File: src/rtl/des_link_pkg.sv
// Shared definitions for the secure-link word packers.
// Holds the receive deframer state set, the default frame start marker and
// the number of 16-bit link words that make up one 64-bit block (also used
// by the transmit-side packer).
package des_link_pkg;

    localparam int unsigned WORDS_PER_64      = 4;
    localparam logic [15:0] SYNC_WORD_DEFAULT = 16'hA55A;

    typedef enum logic [2:0] {
        ST_HUNT   = 3'd0,
        ST_KEY    = 3'd1,
        ST_DATA   = 3'd2,
        ST_CHK    = 3'd3,
        ST_LAUNCH = 3'd4,
        ST_WAIT   = 3'd5,
        ST_OUT    = 3'd6,
        ST_DONE   = 3'd7
    } deframe_state_e;

endpackage

File: src/rtl/word_ser64.sv
// 64-bit to 16-bit serialiser.
// A load captures a 64-bit block; the block then leaves as four consecutive
// 16-bit words, most significant word first, with no backpressure.
// Ports:
//   clk, rst       clock and asynchronous active-low reset
//   load           capture load_data this cycle (starts a new burst)
//   load_data      64-bit block to serialise
//   word           current output word (zero when idle)
//   valid          word is valid
//   last           word is the final word of the burst
module word_ser64
    import des_link_pkg::*;
(
    input  logic        clk,
    input  logic        rst,
    input  logic        load,
    input  logic [63:0] load_data,
    output logic [15:0] word,
    output logic        valid,
    output logic        last
);

    logic [63:0] shift_reg;
    logic [1:0]  word_cnt;
    logic        active;

    always_ff @(posedge clk or negedge rst) begin
        if (!rst) begin
            shift_reg <= '0;
            word_cnt  <= '0;
            active    <= 1'b0;
        end else if (load) begin
            shift_reg <= load_data;
            word_cnt  <= '0;
            active    <= 1'b1;
        end else if (active) begin
            // zeros shift in, so the register is empty again after a burst
            shift_reg <= {shift_reg[47:0], 16'h0000};
            word_cnt  <= word_cnt + 2'd1;
            if (word_cnt == 2'(WORDS_PER_64 - 1))
                active <= 1'b0;
        end
    end

    assign word  = shift_reg[63:48];
    assign valid = active;
    assign last  = active && (word_cnt == 2'(WORDS_PER_64 - 1));

endmodule

File: src/rtl/des_rx_deframer.sv
// Receive-side deframer for the secure link.
// Hunts for SYNC_WORD, collects a 64-bit key and 64-bit ciphertext from
// 16-bit words, checks an XOR checksum, launches the des core in decrypt
// mode, waits for its ready edge, then emits the plaintext as four words.
//
//  state  | meaning
//  HUNT   | waiting for SYNC_WORD, other words dropped
//  KEY    | collecting 4 key words
//  DATA   | collecting 4 ciphertext words
//  CHK    | comparing checksum word with accumulator
//  LAUNCH | one-cycle des start pulse
//  WAIT   | waiting for des_ready_i rising edge or timeout
//  OUT    | four plaintext words on out_word
//  DONE   | one-cycle done pulse
//
// Ports:
//   clk, rst                 clock, asynchronous active-low reset
//   in_valid/in_word/in_ready link word input
//   key_o, data_o            assembled key and ciphertext to des
//   des_enable_o, des_mode_o des start pulse and decrypt mode
//   des_data_i, des_ready_i  des result and its ready level
//   out_word, out_valid      plaintext words, MSW first
//   done, err                completion / failure pulses
module des_rx_deframer
    import des_link_pkg::*;
#(
    parameter logic [15:0] SYNC_WORD = SYNC_WORD_DEFAULT,
    parameter int unsigned TIMEOUT   = 64
) (
    input  logic        clk,
    input  logic        rst,
    input  logic        in_valid,
    input  logic [15:0] in_word,
    output logic        in_ready,
    output logic [63:0] key_o,
    output logic [63:0] data_o,
    output logic        des_enable_o,
    output logic        des_mode_o,
    input  logic [63:0] des_data_i,
    input  logic        des_ready_i,
    output logic [15:0] out_word,
    output logic        out_valid,
    output logic        done,
    output logic        err
);

    deframe_state_e state;
    logic [1:0]     word_cnt;
    logic [15:0]    acc;
    logic [15:0]    tmo_cnt;
    logic [15:0]    tmo_cnt_nxt;
    logic           ready_q;
    logic           ready_rise;
    logic           xfer;
    logic           last_word;
    logic           ser_load;
    logic           ser_last;

    assign in_ready    = (state == ST_HUNT) || (state == ST_KEY) ||
                         (state == ST_DATA) || (state == ST_CHK);
    assign xfer        = in_valid && in_ready;
    assign last_word   = (word_cnt == 2'(WORDS_PER_64 - 1));
    assign tmo_cnt_nxt = tmo_cnt + 16'd1;
    // ready_q follows des_ready_i every cycle, so a level already high when
    // WAIT is entered never looks like an edge
    assign ready_rise  = des_ready_i && !ready_q;
    assign ser_load    = (state == ST_WAIT) && ready_rise;

    always_ff @(posedge clk or negedge rst) begin
        if (!rst) begin
            state        <= ST_HUNT;
            key_o        <= '0;
            data_o       <= '0;
            des_enable_o <= 1'b0;
            des_mode_o   <= 1'b0;
            done         <= 1'b0;
            err          <= 1'b0;
            word_cnt     <= '0;
            acc          <= '0;
            tmo_cnt      <= '0;
            ready_q      <= 1'b0;
        end else begin
            ready_q      <= des_ready_i;
            des_enable_o <= 1'b0;
            done         <= 1'b0;
            err          <= 1'b0;
            case (state)
                ST_HUNT: begin
                    if (xfer && (in_word == SYNC_WORD)) begin
                        acc      <= '0;
                        word_cnt <= '0;
                        state    <= ST_KEY;
                    end
                end
                ST_KEY: begin
                    if (xfer) begin
                        key_o    <= {key_o[47:0], in_word};
                        acc      <= acc ^ in_word;
                        word_cnt <= word_cnt + 2'd1;
                        if (last_word)
                            state <= ST_DATA;
                    end
                end
                ST_DATA: begin
                    if (xfer) begin
                        data_o   <= {data_o[47:0], in_word};
                        acc      <= acc ^ in_word;
                        word_cnt <= word_cnt + 2'd1;
                        if (last_word)
                            state <= ST_CHK;
                    end
                end
                ST_CHK: begin
                    if (xfer) begin
                        if (in_word == acc) begin
                            des_enable_o <= 1'b1;
                            des_mode_o   <= 1'b1;
                            state        <= ST_LAUNCH;
                        end else begin
                            err   <= 1'b1;
                            state <= ST_HUNT;
                        end
                    end
                end
                ST_LAUNCH: begin
                    tmo_cnt <= '0;
                    state   <= ST_WAIT;
                end
                ST_WAIT: begin
                    tmo_cnt <= tmo_cnt_nxt;
                    // edge is tested first so it wins over a same-cycle timeout
                    if (ready_rise) begin
                        des_mode_o <= 1'b0;
                        state      <= ST_OUT;
                    end else if (tmo_cnt_nxt == 16'(TIMEOUT)) begin
                        err        <= 1'b1;
                        des_mode_o <= 1'b0;
                        state      <= ST_HUNT;
                    end
                end
                ST_OUT: begin
                    if (ser_last) begin
                        done  <= 1'b1;
                        state <= ST_DONE;
                    end
                end
                ST_DONE: state <= ST_HUNT;
                default: state <= ST_HUNT;
            endcase
        end
    end

    word_ser64 u_ser (
        .clk       (clk),
        .rst       (rst),
        .load      (ser_load),
        .load_data (des_data_i),
        .word      (out_word),
        .valid     (out_valid),
        .last      (ser_last)
    );

endmodule

File: config.mk
export PLATFORM = sky130hd
export DESIGN_NAME = des_rx_deframer
export DESIGN_NICKNAME = d
export VERILOG_FILES = /design/src/rtl/des_link_pkg.sv /design/src/rtl/word_ser64.sv /design/src/rtl/des_rx_deframer.sv
export SDC_FILE = /design/constraint.sdc
export NUM_CORES = 1
export LEC_CHECK = 0
export CAP_MARGIN = 20
export CORE_ASPECT_RATIO = 0.9
export CORE_MARGIN = 1.5
export CORE_UTILIZATION = 35
export CTS_CLUSTER_SIZE = 8
export DETAILED_ROUTE_END_ITERATION = 10
export REMOVE_ABC_BUFFERS = 1
export SLEW_MARGIN = 20
export SYNTH_ARGS = -nofsm -noshare
export SYNTH_HDL_FRONTEND = slang
export SYNTH_SLANG_ARGS = --single-unit
File: constraint.sdc
create_clock -name clk -period 1.94 [get_ports clk]
set_input_delay 0.388 -clock clk [delete_from_list [all_inputs] [get_ports clk]]
set_output_delay 0.388 -clock clk [all_outputs]
set_load 0.03 [all_outputs]
[Yosys cells after proc, flatten, opt, wreduce, memory -nomap -nowiden]
Index checks and enable logic that the tools add are counted.
Word-level totals
  flip-flop bits (word level): 237
Cells by class
  $add $sub $neg: 3
  eq/ne operators: 22
  multiplexer cells: 40
  bitwise logic cells: 1
  reductions and logical operators: 20
Operator list (count)
  64-bit two-way mux: 2
  16-bit one-hot mux with 2 select lines: 2
  16-bit two-way mux: 2
  3-bit two-way mux: 10
  3-bit one-hot mux with 8 select lines: 1
  16-bit by 1-bit adder with 16-bit output (second input constant): 1
  16-bit equality test: 1
  16-bit equality test (second input constant): 1
  16-bit by 7-bit equality test with 1-bit output (second input constant): 1
  1-bit two-way mux: 16
  16-bit XOR: 1
  3-bit equality test (second input constant): 4
  2-bit inequality test (second input constant): 6
  2-bit two-way mux: 4
  8-bit AND reduction: 1
  2-bit nonzero test: 4
  3-bit by 2-bit equality test with 1-bit output (second input constant): 2
  2-bit by 1-bit inequality test with 1-bit output (second input constant): 3
  1-bit logical AND: 5
  2-bit by 1-bit adder with 2-bit output (second input constant): 2
  2-bit equality test (second input constant): 2
  1-bit one-hot mux with 2 select lines: 2
  2-bit one-hot mux with 2 select lines: 1
  2-bit AND reduction: 2
  8 further kinds: 10

[Longest topological paths before layout]
Gate-level depths: netlist of the first run.
  word-level depth: 8
  mapped depth: 8
  depth with buffers taken out: 7

[By module]
From an unflattened synthesis of the first run, not the netlist that was laid out.
Unflattened totals
  cells, all modules: 881
  area total of the unflattened synthesis: 10501.3 sq um
Modules (own cells, without submodules)
  des_rx_deframer: instances 1, cells an instance 576, area an instance 7344.5 sq um, sequential area each 4254.1 sq um
  word_ser64: instances 1, cells an instance 305, area an instance 3156.8 sq um, sequential area each 1676.6 sq um

[Worst setup path before layout of the first run]
No wires, ideal clock.
  path type: reg-to-reg
  start point: register state[2]
  end point: register data_o[0]
  setup time: 125 ps
  arrival: 1821 ps
  setup slack: -6 ps
  stages on the path, launching flop included: 7
  buffers on the path: 2
  cells stage by stage: dfrtp_1 -> buf_2 -> inv_1 -> nand2_1 -> nor2_2 -> buf_2 -> mux2_2
Between the ends
  word-level cells in the longest chain between the ends: 6
  elaborated cells between the ends (all ways): 9
  classes of those cells: 3 x eq/ne; 6 x reduce/logical
Ends and longest elaborated chain
  from (decl): RTL line des_rx_deframer.sv:47  | deframe_state_e state;
  from (signal assigned): RTL line des_rx_deframer.sv:71  | state <= ST_HUNT;
  from (signal assigned): RTL line des_rx_deframer.sv:92  | state <= ST_KEY;
  from (signal assigned): RTL line des_rx_deframer.sv:101  | state <= ST_DATA;
  3-bit by 1-bit equality test with 1-bit output or 3-bit zero test (tied branches): RTL line des_rx_deframer.sv:59  | assign in_ready = (state == ST_HUNT) || (state == ST_KEY) ||
  1-bit logical OR (2 in series): RTL line des_rx_deframer.sv:59
  1-bit logical OR (*): RTL line des_rx_deframer.sv:60  | (state == ST_DATA) || (state == ST_CHK);
  named net in_ready: RTL line des_rx_deframer.sv:34  | output logic in_ready,
  1-bit logical AND (*): RTL line des_rx_deframer.sv:61  | assign xfer = in_valid && in_ready;
  2-bit AND reduction (no line) (*)
  to (signal assigned): RTL line des_rx_deframer.sv:106  | data_o <= {data_o[47:0], in_word};
  to (decl): RTL line des_rx_deframer.sv:36  | output logic [63:0] data_o,
Mark *: on every way through the listed nets, which the timed path passes. The rest lies on a longest branch.
A chain may end at the register's enable or synchronous reset.

[Worst setup path in the final report of the first run]
  start point: register des_enable_o
  end point: output port des_enable_o
RTL lines
  from (decl): RTL line des_rx_deframer.sv:37  | output logic des_enable_o,
  from (signal assigned): RTL line des_rx_deframer.sv:74  | des_enable_o <= 1'b0;
  from (signal assigned): RTL line des_rx_deframer.sv:84  | des_enable_o <= 1'b0;
  from (signal assigned): RTL line des_rx_deframer.sv:116  | des_enable_o <= 1'b1;
No word-level cell between the ends.

==> flow_results.xml, run 1 <==
<?xml version="1.0" encoding="UTF-8"?>
<metrics>
  <group name="status">
    <metric name="outcome" unit="">finished clean</metric>
  </group>
  <group name="worst_setup_path">
    <metric name="timing.setup.critical_path_class" unit="">flip-flop to output port</metric>
    <metric name="timing.critical_path.to_type" unit="">output port</metric>
    <metric name="timing.critical_path.arrival" unit="ps">1510</metric>
    <metric name="worstPathMaxFanout" unit="">1</metric>
    <metric name="worst_ep_required_time" unit="ps">1550</metric>
    <metric name="critical-path-slowest-cell" unit="">sky130_fd_sc_hd__clkdlybuf4s50_1</metric>
    <metric name="slowest_delay" unit="ps">710</metric>
    <metric name="cell_chain_critical_path" unit="">clkdlybuf4s50_1</metric>
    <metric name="critical_path.top_delay_family" unit="">buffers and inverters</metric>
    <metric name="crit_path_start_kind" unit="">flip-flop</metric>
    <metric name="timing.critical_path.buf_inv" unit="">1</metric>
  </group>
  <group name="power">
    <metric name="power_per_cell_area" unit="nW/um2">1610</metric>
    <metric name="cellLeakagePower" unit="nW">7.16</metric>
    <metric name="combinationalPowerShare" unit="%">42.4</metric>
    <metric name="register_share_of_total_power" unit="%">35.0</metric>
    <metric name="power_frac_clock" unit="%">22.6</metric>
    <metric name="p_sw" unit="mW">9.03</metric>
    <metric name="fraction_of_power_spent_switching_nets" unit="%">38.0</metric>
    <metric name="total_power" unit="mW">23.8</metric>
    <metric name="cellInternalPower" unit="mW">14.7</metric>
    <metric name="ir_worst_vdd" unit="mV">0.932</metric>
  </group>
  <group name="floorplanning">
    <metric name="die_area" unit="um2">30600</metric>
    <metric name="die_width" unit="um">184</metric>
    <metric name="core_area" unit="um2">29000</metric>
    <metric name="fp.dieH" unit="um">166</metric>
    <metric name="fp_rows" unit="">59</metric>
    <metric name="io_pins" unit="">234</metric>
    <metric name="initial_utilization" unit="%">35.6</metric>
  </group>
  <group name="cts">
    <metric name="tritoncts_buffers" unit="">35</metric>
    <metric name="clock_tree_from_tritoncts" unit="">yes</metric>
    <metric name="h-tree-depth" unit="">2</metric>
    <metric name="clk_transition_reported_paths" unit="ps">50</metric>
    <metric name="worst_skew_pair.late_latency" unit="ps">500</metric>
    <metric name="cts.sink_count" unit="">237</metric>
    <metric name="clock-root-buffer" unit="">sky130_fd_sc_hd__clkbuf_16</metric>
    <metric name="clockBufferDepth" unit="">3</metric>
  </group>
  <group name="synth">
    <metric name="post_synth_top_flop" unit="">sky130_fd_sc_hd__dfrtp_1</metric>
    <metric name="synth-edff-count" unit="">0</metric>
    <metric name="flip_flop_and_latch_count_after_synthesis" unit="">237</metric>
    <metric name="syn_std_cell_area" unit="um2">10300</metric>
    <metric name="avgSynthCellArea" unit="um2">12.0</metric>
    <metric name="yosysUniqueCellTypes" unit="">53</metric>
    <metric name="synth-warning-count" unit="">0</metric>
    <metric name="postSynthCellCount" unit="">860</metric>
    <metric name="seq_area_frac_synth" unit="%">57.3</metric>
    <metric name="synth_top_cell_area_share" unit="%">57.3</metric>
    <metric name="yosys.area.top_type" unit="">sky130_fd_sc_hd__dfrtp_1</metric>
    <metric name="ys_top_cells_by_area" unit="">sky130_fd_sc_hd__dfrtp_1, sky130_fd_sc_hd__mux2_2, sky130_fd_sc_hd__mux2i_1</metric>
    <metric name="synthArstFlopShare" unit="%">100</metric>
  </group>
  <group name="sta">
    <metric name="fin_crit_sh" unit="%">98.0</metric>
    <metric name="final_hold_viol_count" unit="">0</metric>
    <metric name="final.setup.worst_slack" unit="ps">38.4</metric>
    <metric name="slew_headroom" unit="%">59.2</metric>
    <metric name="worst-slew-pin-transition" unit="ps">609</metric>
    <metric name="timing.final.crit_period" unit="ps">1900</metric>
    <metric name="maxSlewViolCount" unit="">0</metric>
    <metric name="max_freq" unit="MHz">526</metric>
    <metric name="finalHoldWorstSlack" unit="ps">253</metric>
    <metric name="finalClockSkew" unit="ps">16.7</metric>
    <metric name="finalSetupViolations" unit="">0</metric>
  </group>
  <group name="worst_hold_path">
    <metric name="hp-class" unit="">input port to flip-flop</metric>
  </group>
  <group name="grt">
    <metric name="initial_antenna_violation_count" unit="">1</metric>
    <metric name="grt_remaining_overflow" unit="">0</metric>
    <metric name="grt.total_usage" unit="%">16.8</metric>
    <metric name="wire_length_of_the_first_global_routing_pass" unit="mm">41.6</metric>
    <metric name="first_global_vias" unit="">7685</metric>
    <metric name="grt_start_max_net_pins" unit="">72</metric>
  </group>
  <group name="routing">
    <metric name="drt_drc_violations_left" unit="">0</metric>
    <metric name="ant_nets" unit="">0</metric>
    <metric name="route.detailed.wl_per_inst" unit="um">16.4</metric>
    <metric name="drt_pre_antenna_iters" unit="">4</metric>
    <metric name="wirelength" unit="mm">25.4</metric>
    <metric name="drt_iter0_drc" unit="">384</metric>
    <metric name="vias" unit="">7462</metric>
    <metric name="detail_route.vias_per_cell" unit="">4.82</metric>
  </group>
  <group name="final_layout">
    <metric name="ff_latch_area" unit="um2">5940</metric>
    <metric name="layout.nets" unit="">1236</metric>
    <metric name="n_fill_cell" unit="">2638</metric>
    <metric name="syn_to_final_growth" unit="%">42.3</metric>
    <metric name="area_used_by_multi_input_combinational_logic" unit="um2">4100</metric>
    <metric name="post-route-util" unit="%">50.7</metric>
    <metric name="drive_gt1_share" unit="%">24.4</metric>
  </group>
  <group name="placement">
    <metric name="place.port_buffers" unit="">233</metric>
    <metric name="gp_congestion" unit="">0.795</metric>
    <metric name="detailedPlacementHpwl" unit="mm">17.5</metric>
    <metric name="pre_cts_slack" unit="ps">-489</metric>
  </group>
  <group name="run">
    <metric name="max_cap_violations" unit="">0</metric>
  </group>
</metrics>
[layer usage]
metal / vias to the layer above / share of wire [%] / track usage [%]
met5: - / 0 / 0
met4: 0 / 1.8 / 4.13
met3: 39 / 5.7 / 4.23
met2: 173 / 45 / 26.0
met1: 3677 / 47 / 23.4
li1: 3573 / - / -
[path summary, 6_finish.rpt]
| path | startpoint | cells past startpoint | to | slack (ps) |
|---|---|---|---|---|
| max | des_enable_o | 1 | des_enable_o | 40 |
| min | in_word[2] | 3 | acc[2] | 250 |
| max reg2reg | tmo_cnt[0] | 6 | err | 100 |
| min reg2reg | word_cnt[0] | 1 | word_cnt[0] | 490 |
| max in group asynchronous | rst | 3 | u_ser.valid | 890 |
| min in group asynchronous | rst | 2 | data_o[34] | 350 |
[timing repair]
item,in CTS,in global routing
buffers inserted,0,1
gates cloned,0,1
gates resized for setup,85,76
endpoints found under the hold margin,31,0
hold buffers,1,0
setup endpoints to repair,85,72
pin swaps,0,6
[stage by stage]
stage | instance area, um2 | cells | setup TNS (ps)
final | 14700 | 1549 | 0
after global routing | 14700 | 1548 | -0.285
after CTS | 14500 | 1546 | 0
after detailed placement | 13600 | 1504 | -25560
after global placement | 13600 | 1504 | -21860
after floorplan | 9980 | 793 | -286350
[cell usage after synthesis, types with 3 or more instances]
library cell                count
sky130_fd_sc_hd__dfrtp_1      237
sky130_fd_sc_hd__mux2_2       128
sky130_fd_sc_hd__nor2_1        67
sky130_fd_sc_hd__nand2_1       57
sky130_fd_sc_hd__a21oi_1       56
sky130_fd_sc_hd__mux2i_1       51
sky130_fd_sc_hd__o21ai_0       39
sky130_fd_sc_hd__clkbuf_1      22
sky130_fd_sc_hd__nand3_1       22
sky130_fd_sc_hd__buf_2         20
sky130_fd_sc_hd__nand2b_1      19
sky130_fd_sc_hd__buf_4         18
sky130_fd_sc_hd__xor2_1        18
sky130_fd_sc_hd__o2bb2ai_1     16
sky130_fd_sc_hd__inv_1          7
sky130_fd_sc_hd__nand4_1        6
sky130_fd_sc_hd__o31ai_1        6
sky130_fd_sc_hd__buf_1          5
sky130_fd_sc_hd__nor4_1         5
sky130_fd_sc_hd__xnor2_1        5
sky130_fd_sc_hd__a21o_1         4
sky130_fd_sc_hd__a31oi_1        4
sky130_fd_sc_hd__ha_1           4
sky130_fd_sc_hd__nor3_1         3
sky130_fd_sc_hd__nor3_2         3
[placed cells by master (no fill, tap or decap), types with 22 or more instances in the layout]
cell type	synthesis	final
sky130_fd_sc_hd__dfrtp_1	237	233
sky130_fd_sc_hd__mux2_2	128	128
sky130_fd_sc_hd__clkdlybuf4s50_1	0	91
sky130_fd_sc_hd__dlygate4sd2_1	0	84
sky130_fd_sc_hd__buf_4	18	68
sky130_fd_sc_hd__nor2_1	67	67
sky130_fd_sc_hd__nand2_1	57	57
sky130_fd_sc_hd__a21oi_1	56	56
sky130_fd_sc_hd__dlymetal6s2s_1	0	55
sky130_fd_sc_hd__mux2i_1	51	51
sky130_fd_sc_hd__o21ai_0	39	37
sky130_fd_sc_hd__clkbuf_16	0	36
sky130_fd_sc_hd__nand3_1	22	22
[final cells by class]
cell class                 instances  area share (%)
tap                              396            3.37
sequential                       237            40.3
multi-input combinational        548            27.9
clock inverter                     2           0.170
clock buffer                      39            6.27
timing repair buffer             318            21.7
inverter                           8           0.204
antenna                            1          0.0170
[power by group through the flow]
| stage | clock, mW | sequential (mW) | combinational [mW] |
|---|---|---|---|
| finish | 5.36 | 8.33 | 10.1 |
| global route | 5.78 | 8.65 | 10.7 |
| CTS | 5.55 | 8.36 | 10.1 |
| detailed placement | 0 | 8.44 | 10.7 |
| global placement | 0 | 8.40 | 10.6 |
| floorplan | 0 | 11.2 | 3.09 |
[logic make-up (layout without fill, tap and decap cells)]
family | Yosys count | after routing | synth area share (%)
AO/OA/AOI/OAI | 139 | 139 | 8.08
other | 0 | 1 | 0
AND/OR/NAND/NOR | 203 | 203 | 9.51
multiplexers | 179 | 179 | 18.9
flip-flops | 237 | 237 | 57.3
adder cells (fa/ha/maj) | 4 | 4 | 0.484
buffers and inverters | 75 | 367 | 3.76
XOR/XNOR | 23 | 23 | 1.95
(Power assumes the default switching activity.)
==> run 2, diff against run 1 <==
CTS_BUF_LIST = sky130_fd_sc_hd__clkbuf_8 sky130_fd_sc_hd__clkbuf_16   (was unset)
SETUP_SLACK_MARGIN = 0.5   (was unset)
==> run 2 against run 1 <==
  * The flow now finishes with violations (setup timing)
  * Sequential power increased by 3.6%
  * Flip-flop and latch count unchanged
  * Clock power grew 0.9%
  * Critical path depth up 5
  * First-iteration DRC count increased by 38%
  * Via count up 13%
  * Sequential share of layout area is 6.5 points lower
  * Critical endpoint is now state[2]
==> flow_results.xml, run 2 (synthesized netlist as in run 1, its figures left out) <==
<?xml version="1.0" encoding="UTF-8"?>
<metrics>
  <group name="sta">
    <metric name="max_freq" unit="MHz">509</metric>
    <metric name="fin_setup_tns" unit="ps">-23.1</metric>
    <metric name="finalSetupViolations" unit="">1</metric>
    <metric name="worst-slew-pin-transition" unit="ps">471</metric>
    <metric name="timing.final.crit_period" unit="ps">1960</metric>
    <metric name="finalHoldWorstSlack" unit="ps">169</metric>
    <metric name="finalClockSkew" unit="ps">14.2</metric>
    <metric name="final.setup.worst_slack" unit="ps">-23.1</metric>
    <metric name="grt_setup_unrepaired" unit="">yes</metric>
    <metric name="maxSlewViolCount" unit="">0</metric>
    <metric name="slew_headroom" unit="%">68.5</metric>
    <metric name="final_hold_viol_count" unit="">0</metric>
    <metric name="fin_crit_sh" unit="%">101</metric>
  </group>
  <group name="cts">
    <metric name="cts.sink_count" unit="">237</metric>
    <metric name="worst_skew_pair.late_latency" unit="ps">500</metric>
    <metric name="h-tree-depth" unit="">2</metric>
    <metric name="clk_transition_reported_paths" unit="ps">50</metric>
    <metric name="tritoncts_buffers" unit="">35</metric>
    <metric name="clockBufferDepth" unit="">3</metric>
    <metric name="clock_tree_from_tritoncts" unit="">yes</metric>
    <metric name="clock-root-buffer" unit="">sky130_fd_sc_hd__clkbuf_16</metric>
  </group>
  <group name="worst_hold_path">
    <metric name="hp-class" unit="">input port to flip-flop</metric>
  </group>
  <group name="status">
    <metric name="outcome" unit="">finished, violations left</metric>
    <metric name="failed_checks" unit="">setup timing</metric>
  </group>
  <group name="power">
    <metric name="power_per_cell_area" unit="nW/um2">1630</metric>
    <metric name="ir_worst_vdd" unit="mV">1.04</metric>
    <metric name="cellLeakagePower" unit="nW">8.02</metric>
  </group>
  <group name="routing">
    <metric name="ant_nets" unit="">0</metric>
    <metric name="drt_pre_antenna_iters" unit="">5</metric>
    <metric name="drt_iter0_drc" unit="">530</metric>
    <metric name="route.detailed.wl_per_inst" unit="um">18.4</metric>
    <metric name="vias" unit="">8420</metric>
    <metric name="wirelength" unit="mm">31.2</metric>
    <metric name="detail_route.vias_per_cell" unit="">4.96</metric>
    <metric name="drt_drc_violations_left" unit="">0</metric>
  </group>
  <group name="worst_setup_path">
    <metric name="worst_ep_required_time" unit="ps">2360</metric>
    <metric name="crit_path_start_kind" unit="">flip-flop</metric>
    <metric name="cell_chain_critical_path" unit="">xor2_1 -&gt; nor4_1 -&gt; nand4_1 -&gt; o31ai_1 -&gt; a22oi_1 -&gt; o21ai_1</metric>
    <metric name="slowest_delay" unit="ps">410</metric>
    <metric name="timing.critical_path.to_type" unit="">flip-flop</metric>
    <metric name="timing.critical_path.arrival" unit="ps">2380</metric>
    <metric name="worstPathMaxFanout" unit="">3</metric>
    <metric name="critical-path-slowest-cell" unit="">sky130_fd_sc_hd__dfrtp_1</metric>
    <metric name="timing.setup.critical_path_class" unit="">flip-flop to flip-flop</metric>
  </group>
  <group name="floorplanning">
    <metric name="io_pins" unit="">234</metric>
    <metric name="core_area" unit="um2">29000</metric>
    <metric name="initial_utilization" unit="%">35.6</metric>
    <metric name="fp.dieH" unit="um">166</metric>
    <metric name="fp_rows" unit="">59</metric>
    <metric name="die_width" unit="um">184</metric>
    <metric name="die_area" unit="um2">30600</metric>
  </group>
  <group name="grt">
    <metric name="first_global_vias" unit="">8163</metric>
    <metric name="grt.total_usage" unit="%">17.5</metric>
    <metric name="initial_antenna_violation_count" unit="">3</metric>
    <metric name="grt_remaining_overflow" unit="">0</metric>
    <metric name="wire_length_of_the_first_global_routing_pass" unit="mm">43.4</metric>
    <metric name="grt_start_max_net_pins" unit="">72</metric>
  </group>
  <group name="final_layout">
    <metric name="most-common-layout-cells" unit="">sky130_fd_sc_hd__dfrtp_1, sky130_fd_sc_hd__buf_6, sky130_fd_sc_hd__buf_4, sky130_fd_sc_hd__mux2_4, sky130_fd_sc_hd__clkdlybuf4s50_1</metric>
    <metric name="post-route-util" unit="%">60.5</metric>
    <metric name="final_design_area_no_fill" unit="um2">17500</metric>
    <metric name="drive_gt1_share" unit="%">53.2</metric>
    <metric name="layout.nets" unit="">1385</metric>
    <metric name="mostFrequentLayoutCell" unit="">sky130_fd_sc_hd__dfrtp_1</metric>
    <metric name="syn_to_final_growth" unit="%">69.6</metric>
  </group>
  <group name="placement">
    <metric name="place_area" unit="um2">13600</metric>
    <metric name="detailedPlacementHpwl" unit="mm">17.5</metric>
    <metric name="place.port_buffers" unit="">233</metric>
    <metric name="gp_congestion" unit="">0.795</metric>
  </group>
  <group name="run">
    <metric name="max_cap_violations" unit="">0</metric>
  </group>
</metrics>
## run 2: cell count changes in the layout (fill, tap and decap cells not counted), moves of 21 or more
cell                              delta
sky130_fd_sc_hd__a21oi_1            -21
sky130_fd_sc_hd__a21oi_2            +21
sky130_fd_sc_hd__buf_4              +91
sky130_fd_sc_hd__buf_6             +167
sky130_fd_sc_hd__clkdlybuf4s50_1    -26
sky130_fd_sc_hd__dlygate4sd2_1      -84
sky130_fd_sc_hd__dlymetal6s2s_1     -45
sky130_fd_sc_hd__mux2_2             -82
sky130_fd_sc_hd__mux2_4             +82
sky130_fd_sc_hd__nor2_1             -42
sky130_fd_sc_hd__nor2_4             +36
## run 2: power breakdown
group | leakage (nW) | switching (mW) | total [mW] | internal (mW)
logic | 4.51 | 6.88 | 14.6 | 7.74
clock network | 0.473 | 2.10 | 5.41 | 3.31
registers | 3.03 | 1.64 | 8.63 | 6.99
total | 8.02 | 10.6 | 28.7 | 18.0
## run 2: cell type report
class / count / area [um2]
antenna: 2 / 5.00
clock buffer: 37 / 915
clock inverter: 4 / 32.5
fill: 2285 / 11500
inverter: 8 / 45.0
multi-input combinational: 551 / 5110
sequential: 237 / 5940
tap: 396 / 495
timing repair buffer: 464 / 5010
## run 2: repair_timing
| action | CTS | global route |
|---|---|---|
| gates cloned | 2 | 26 |
| pin swaps | 7 | 66 |
| endpoints found under the hold margin | 31 | 0 |
| hold buffers | 1 | 0 |
| setup buffers | 66 | 57 |
| resized for setup | 986 | 430 |
| endpoints found under the setup margin | 377 | 378 |
## run 2: path summary, 6_finish.rpt
path	depth (start not counted)	slack, ps	endpoint	start
setup / recovery	6	-20	state[2]	acc[8]
hold / removal	3	170	acc[2]	in_word[2]
setup reg to reg	6	-20	state[2]	acc[8]
hold reg to reg	1	490	word_cnt[0]	word_cnt[0]
max in group asynchronous	3	880	u_ser.valid	rst
min in group asynchronous	2	360	data_o[34]	rst
## run 2: routing by layer
layer | vias to the layer above | wire [um] | track usage [%]
li1 | 3898 | - | -
met1 | 4240 | 14000 | 24.1
met2 | 228 | 14700 | 27.5
met3 | 52 | 1770 | 4.36
met4 | 2 | 658 | 4.81
met5 | - | 7 | 0
## run 2: through the flow
stage | std cells | total power [mW] | setup slack [ps]
after floorplan | 793 | 14.3 | -1780
after CTS | 1614 | 26.2 | 128
final | 1699 | 28.7 | -23.1
after global routing | 1698 | 30.1 | -148
after detailed placement | 1504 | 19.2 | -489
after global placement | 1504 | 19.0 | -422
## run 2: critical path: cells and delay by family (launching register included)
family / cells / cell delay [ps]
XOR/XNOR: 1 / 190
AND/OR/NAND/NOR: 2 / 670
AO/OA/AOI/OAI: 3 / 610
flip-flops: 1 / 410
==> run 3, diff against run 2 <==
CELL_PAD_IN_SITES_DETAIL_PLACEMENT = 1   (was unset)
CELL_PAD_IN_SITES_GLOBAL_PLACEMENT = 2   (was unset)
CORE_UTILIZATION = 30   (was 35)
PLACE_DENSITY_LB_ADDON = 0.1   (was unset)
==> run 3 against run 2 <==
  * The flow now finishes without violations
  * Cell count up 5.5%
  * Global-route usage down 0.45 points
  * Combinational power up 6%
==> flow_results.xml, run 3 (synthesized netlist as in run 1, its figures left out) <==
<?xml version="1.0" encoding="UTF-8"?>
<metrics>
  <group name="status">
    <metric name="outcome" unit="">finished clean</metric>
  </group>
  <group name="worst_setup_path">
    <metric name="crit_path_start_kind" unit="">flip-flop</metric>
    <metric name="critical_path.top_delay_family" unit="">simple AND/OR/NAND/NOR gates</metric>
    <metric name="worstPathMaxFanout" unit="">3</metric>
    <metric name="timing.setup.critical_path_class" unit="">flip-flop to flip-flop</metric>
    <metric name="timing.critical_path.arrival" unit="ps">2310</metric>
    <metric name="reg2reg_to" unit="">des_enable_o</metric>
    <metric name="timing.critical_path.to_type" unit="">flip-flop</metric>
    <metric name="worstSetupStartpoint" unit="">acc[9]</metric>
    <metric name="cp-endpoint" unit="">des_enable_o</metric>
    <metric name="ff2ff_path_depth" unit="">7</metric>
    <metric name="cell_chain_critical_path" unit="">xor2_1 -&gt; nor4_2 -&gt; buf_4 -&gt; nand4_1 -&gt; nor3_2 -&gt; buf_4 -&gt; buf_6</metric>
    <metric name="worst_ep_required_time" unit="ps">2380</metric>
    <metric name="slowest_delay" unit="ps">400</metric>
    <metric name="number_of_cells_on_the_critical_path" unit="">7</metric>
    <metric name="timing.critical_path.buf_inv" unit="">3</metric>
    <metric name="reg2reg_slack" unit="ps">70</metric>
    <metric name="worst_path_most_repeated_cell" unit="">sky130_fd_sc_hd__buf_4</metric>
    <metric name="critical-path-slowest-cell" unit="">sky130_fd_sc_hd__dfrtp_1</metric>
    <metric name="rr_startpoint" unit="">acc[9]</metric>
  </group>
  <group name="grt">
    <metric name="first_global_vias" unit="">8521</metric>
    <metric name="use_met3" unit="%">4.57</metric>
    <metric name="initial_antenna_violation_count" unit="">7</metric>
    <metric name="grt_start_max_net_pins" unit="">54</metric>
    <metric name="grt_busiest_layer" unit="">met2</metric>
    <metric name="grt_remaining_overflow" unit="">0</metric>
    <metric name="grt.met2_usage" unit="%">27.3</metric>
    <metric name="grt.total_usage" unit="%">17.1</metric>
    <metric name="grt_util_met1" unit="%">23.1</metric>
    <metric name="wire_length_of_the_first_global_routing_pass" unit="mm">47.4</metric>
  </group>
  <group name="sta">
    <metric name="timing.final.crit_period" unit="ps">1870</metric>
    <metric name="fin_setup_tns" unit="ps">0</metric>
    <metric name="finalSetupViolations" unit="">0</metric>
    <metric name="final_hold_viol_count" unit="">0</metric>
    <metric name="slew_headroom" unit="%">73.0</metric>
    <metric name="maxSlewViolCount" unit="">0</metric>
    <metric name="finalClockSkew" unit="ps">11.6</metric>
    <metric name="fin_crit_sh" unit="%">96.4</metric>
    <metric name="grt_setup_unrepaired" unit="">yes</metric>
    <metric name="finalHoldWorstSlack" unit="ps">290</metric>
    <metric name="max_freq" unit="MHz">535</metric>
    <metric name="worst-slew-pin-transition" unit="ps">400</metric>
  </group>
  <group name="power">
    <metric name="cellLeakagePower" unit="nW">8.42</metric>
    <metric name="cellInternalPower" unit="mW">18.5</metric>
    <metric name="combinationalPowerShare" unit="%">52.1</metric>
    <metric name="ir_worst_vdd" unit="mV">1.13</metric>
    <metric name="power_frac_clock" unit="%">18.4</metric>
    <metric name="power_per_cell_area" unit="nW/um2">1620</metric>
    <metric name="p_sw" unit="mW">11.2</metric>
    <metric name="register_share_of_total_power" unit="%">29.4</metric>
    <metric name="fraction_of_power_spent_switching_nets" unit="%">37.6</metric>
  </group>
  <group name="final_layout">
    <metric name="area_used_by_multi_input_combinational_logic" unit="um2">5510</metric>
    <metric name="drive_gt1_share" unit="%">56.9</metric>
    <metric name="diodes" unit="">0</metric>
    <metric name="syn_to_final_growth" unit="%">77.8</metric>
    <metric name="n_fill_cell" unit="">3477</metric>
    <metric name="mostFrequentLayoutCell" unit="">sky130_fd_sc_hd__dfrtp_1</metric>
    <metric name="layout.nets" unit="">1414</metric>
    <metric name="ff_latch_area" unit="um2">5940</metric>
    <metric name="most-common-layout-cells" unit="">sky130_fd_sc_hd__dfrtp_1, sky130_fd_sc_hd__buf_6, sky130_fd_sc_hd__buf_4, sky130_fd_sc_hd__mux2_4, sky130_fd_sc_hd__clkdlybuf4s50_1</metric>
  </group>
  <group name="floorplanning">
    <metric name="fp.dieH" unit="um">179</metric>
    <metric name="initial_utilization" unit="%">30.5</metric>
    <metric name="die_area" unit="um2">35600</metric>
    <metric name="die_width" unit="um">199</metric>
    <metric name="io_pins" unit="">234</metric>
    <metric name="core_area" unit="um2">34000</metric>
    <metric name="fp_rows" unit="">64</metric>
  </group>
  <group name="run">
    <metric name="max_cap_violations" unit="">0</metric>
  </group>
  <group name="cts">
    <metric name="clock_tree_from_tritoncts" unit="">yes</metric>
    <metric name="h-tree-depth" unit="">2</metric>
    <metric name="cts.sink_count" unit="">237</metric>
    <metric name="worst_skew_pair.late_latency" unit="ps">510</metric>
    <metric name="tritoncts_buffers" unit="">35</metric>
    <metric name="clk_transition_reported_paths" unit="ps">50</metric>
    <metric name="clock-root-buffer" unit="">sky130_fd_sc_hd__clkbuf_16</metric>
    <metric name="clockBufferDepth" unit="">3</metric>
  </group>
  <group name="routing">
    <metric name="route.detailed.wl_per_inst" unit="um">20.3</metric>
    <metric name="drt_iter0_drc" unit="">195</metric>
    <metric name="drt_pre_antenna_iters" unit="">4</metric>
    <metric name="wirelength" unit="mm">36.5</metric>
    <metric name="vias" unit="">8520</metric>
    <metric name="detail_route.vias_per_cell" unit="">4.75</metric>
    <metric name="drt_drc_violations_left" unit="">0</metric>
    <metric name="ant_nets" unit="">0</metric>
  </group>
  <group name="worst_hold_path">
    <metric name="whs_path_depth" unit="">3</metric>
    <metric name="hp-class" unit="">input port to flip-flop</metric>
  </group>
  <group name="placement">
    <metric name="gp_congestion" unit="">0.755</metric>
    <metric name="detailedPlacementHpwl" unit="mm">20.0</metric>
    <metric name="place.port_buffers" unit="">233</metric>
  </group>
</metrics>
[run 3: layout make-up]
cell class | instances | share of cell area [%]
well taps | 462 | 3.14
clock inverters | 4 | 0.177
multi-input cells | 552 | 30.0
inverters | 8 | 0.191
repair buffers | 492 | 29.2
clock buffers | 37 | 4.97
flip-flops and latches | 237 | 32.3
[run 3: stage by stage]
stage | area [um2] | std cells | total power [mW] | utilization, % | setup WS [ps]
floorplan | 9980 | 793 | 14.3 | - | -1780
global placement | 13700 | 1572 | 19.1 | 40.3 | -459
detailed placement | 13700 | 1572 | 19.3 | 40.3 | -583
CTS | 15500 | 1688 | 26.6 | 45.6 | 117
global route | 18400 | 1792 | 31.2 | 54.2 | -7.78
finish | 18400 | 1792 | 29.7 | 54.2 | 69.9
[run 3: tightest hold or removal path, cell delays in order]
cell and delay, ps:
sky130_fd_sc_hd__clkbuf_2 90, sky130_fd_sc_hd__buf_4 140, sky130_fd_sc_hd__mux2_4 140
[run 3: worst min-delay path by stage]
stage	start	end	slack (ps)
finish	in_word[1]	key_o[1]	290
detailed placement	rst	u_ser.shift_reg[23]	320
global placement	rst	u_ser.shift_reg[23]	320
floorplan	rst	acc[0]	90
CTS	des_ready_i	ready_q	340
global route	in_word[1]	key_o[1]	300
[run 3: layer usage]
metal | part of all wire, % | up-vias
met3 | 4.7 | 48
met1 | 45 | 4375
li1 | - | 3935
met4 | 1.1 | 8
met5 | 0.13 | -
met2 | 49 | 154
[run 3: power groups by stage]
stage | Combinational, mW | Clock, mW | Sequential, mW
2_1_floorplan | 3.09 | 0 | 11.2
3_3_place_gp | 10.7 | 0 | 8.42
3_5_place_dp | 10.8 | 0 | 8.46
4_1_cts | 12.4 | 5.68 | 8.54
5_1_grt | 16.3 | 5.84 | 9.00
6_report | 15.5 | 5.48 | 8.75
[run 3: what timing repair did]
action | in CTS | in global routing
hold buffers | 1 | 0
endpoints found under the setup margin | 383 | 383
setup buffers | 72 | 70
endpoints found under the hold margin | 37 | 0
resized for setup | 967 | 563
pin swaps | 18 | 62
cloned | 2 | 34
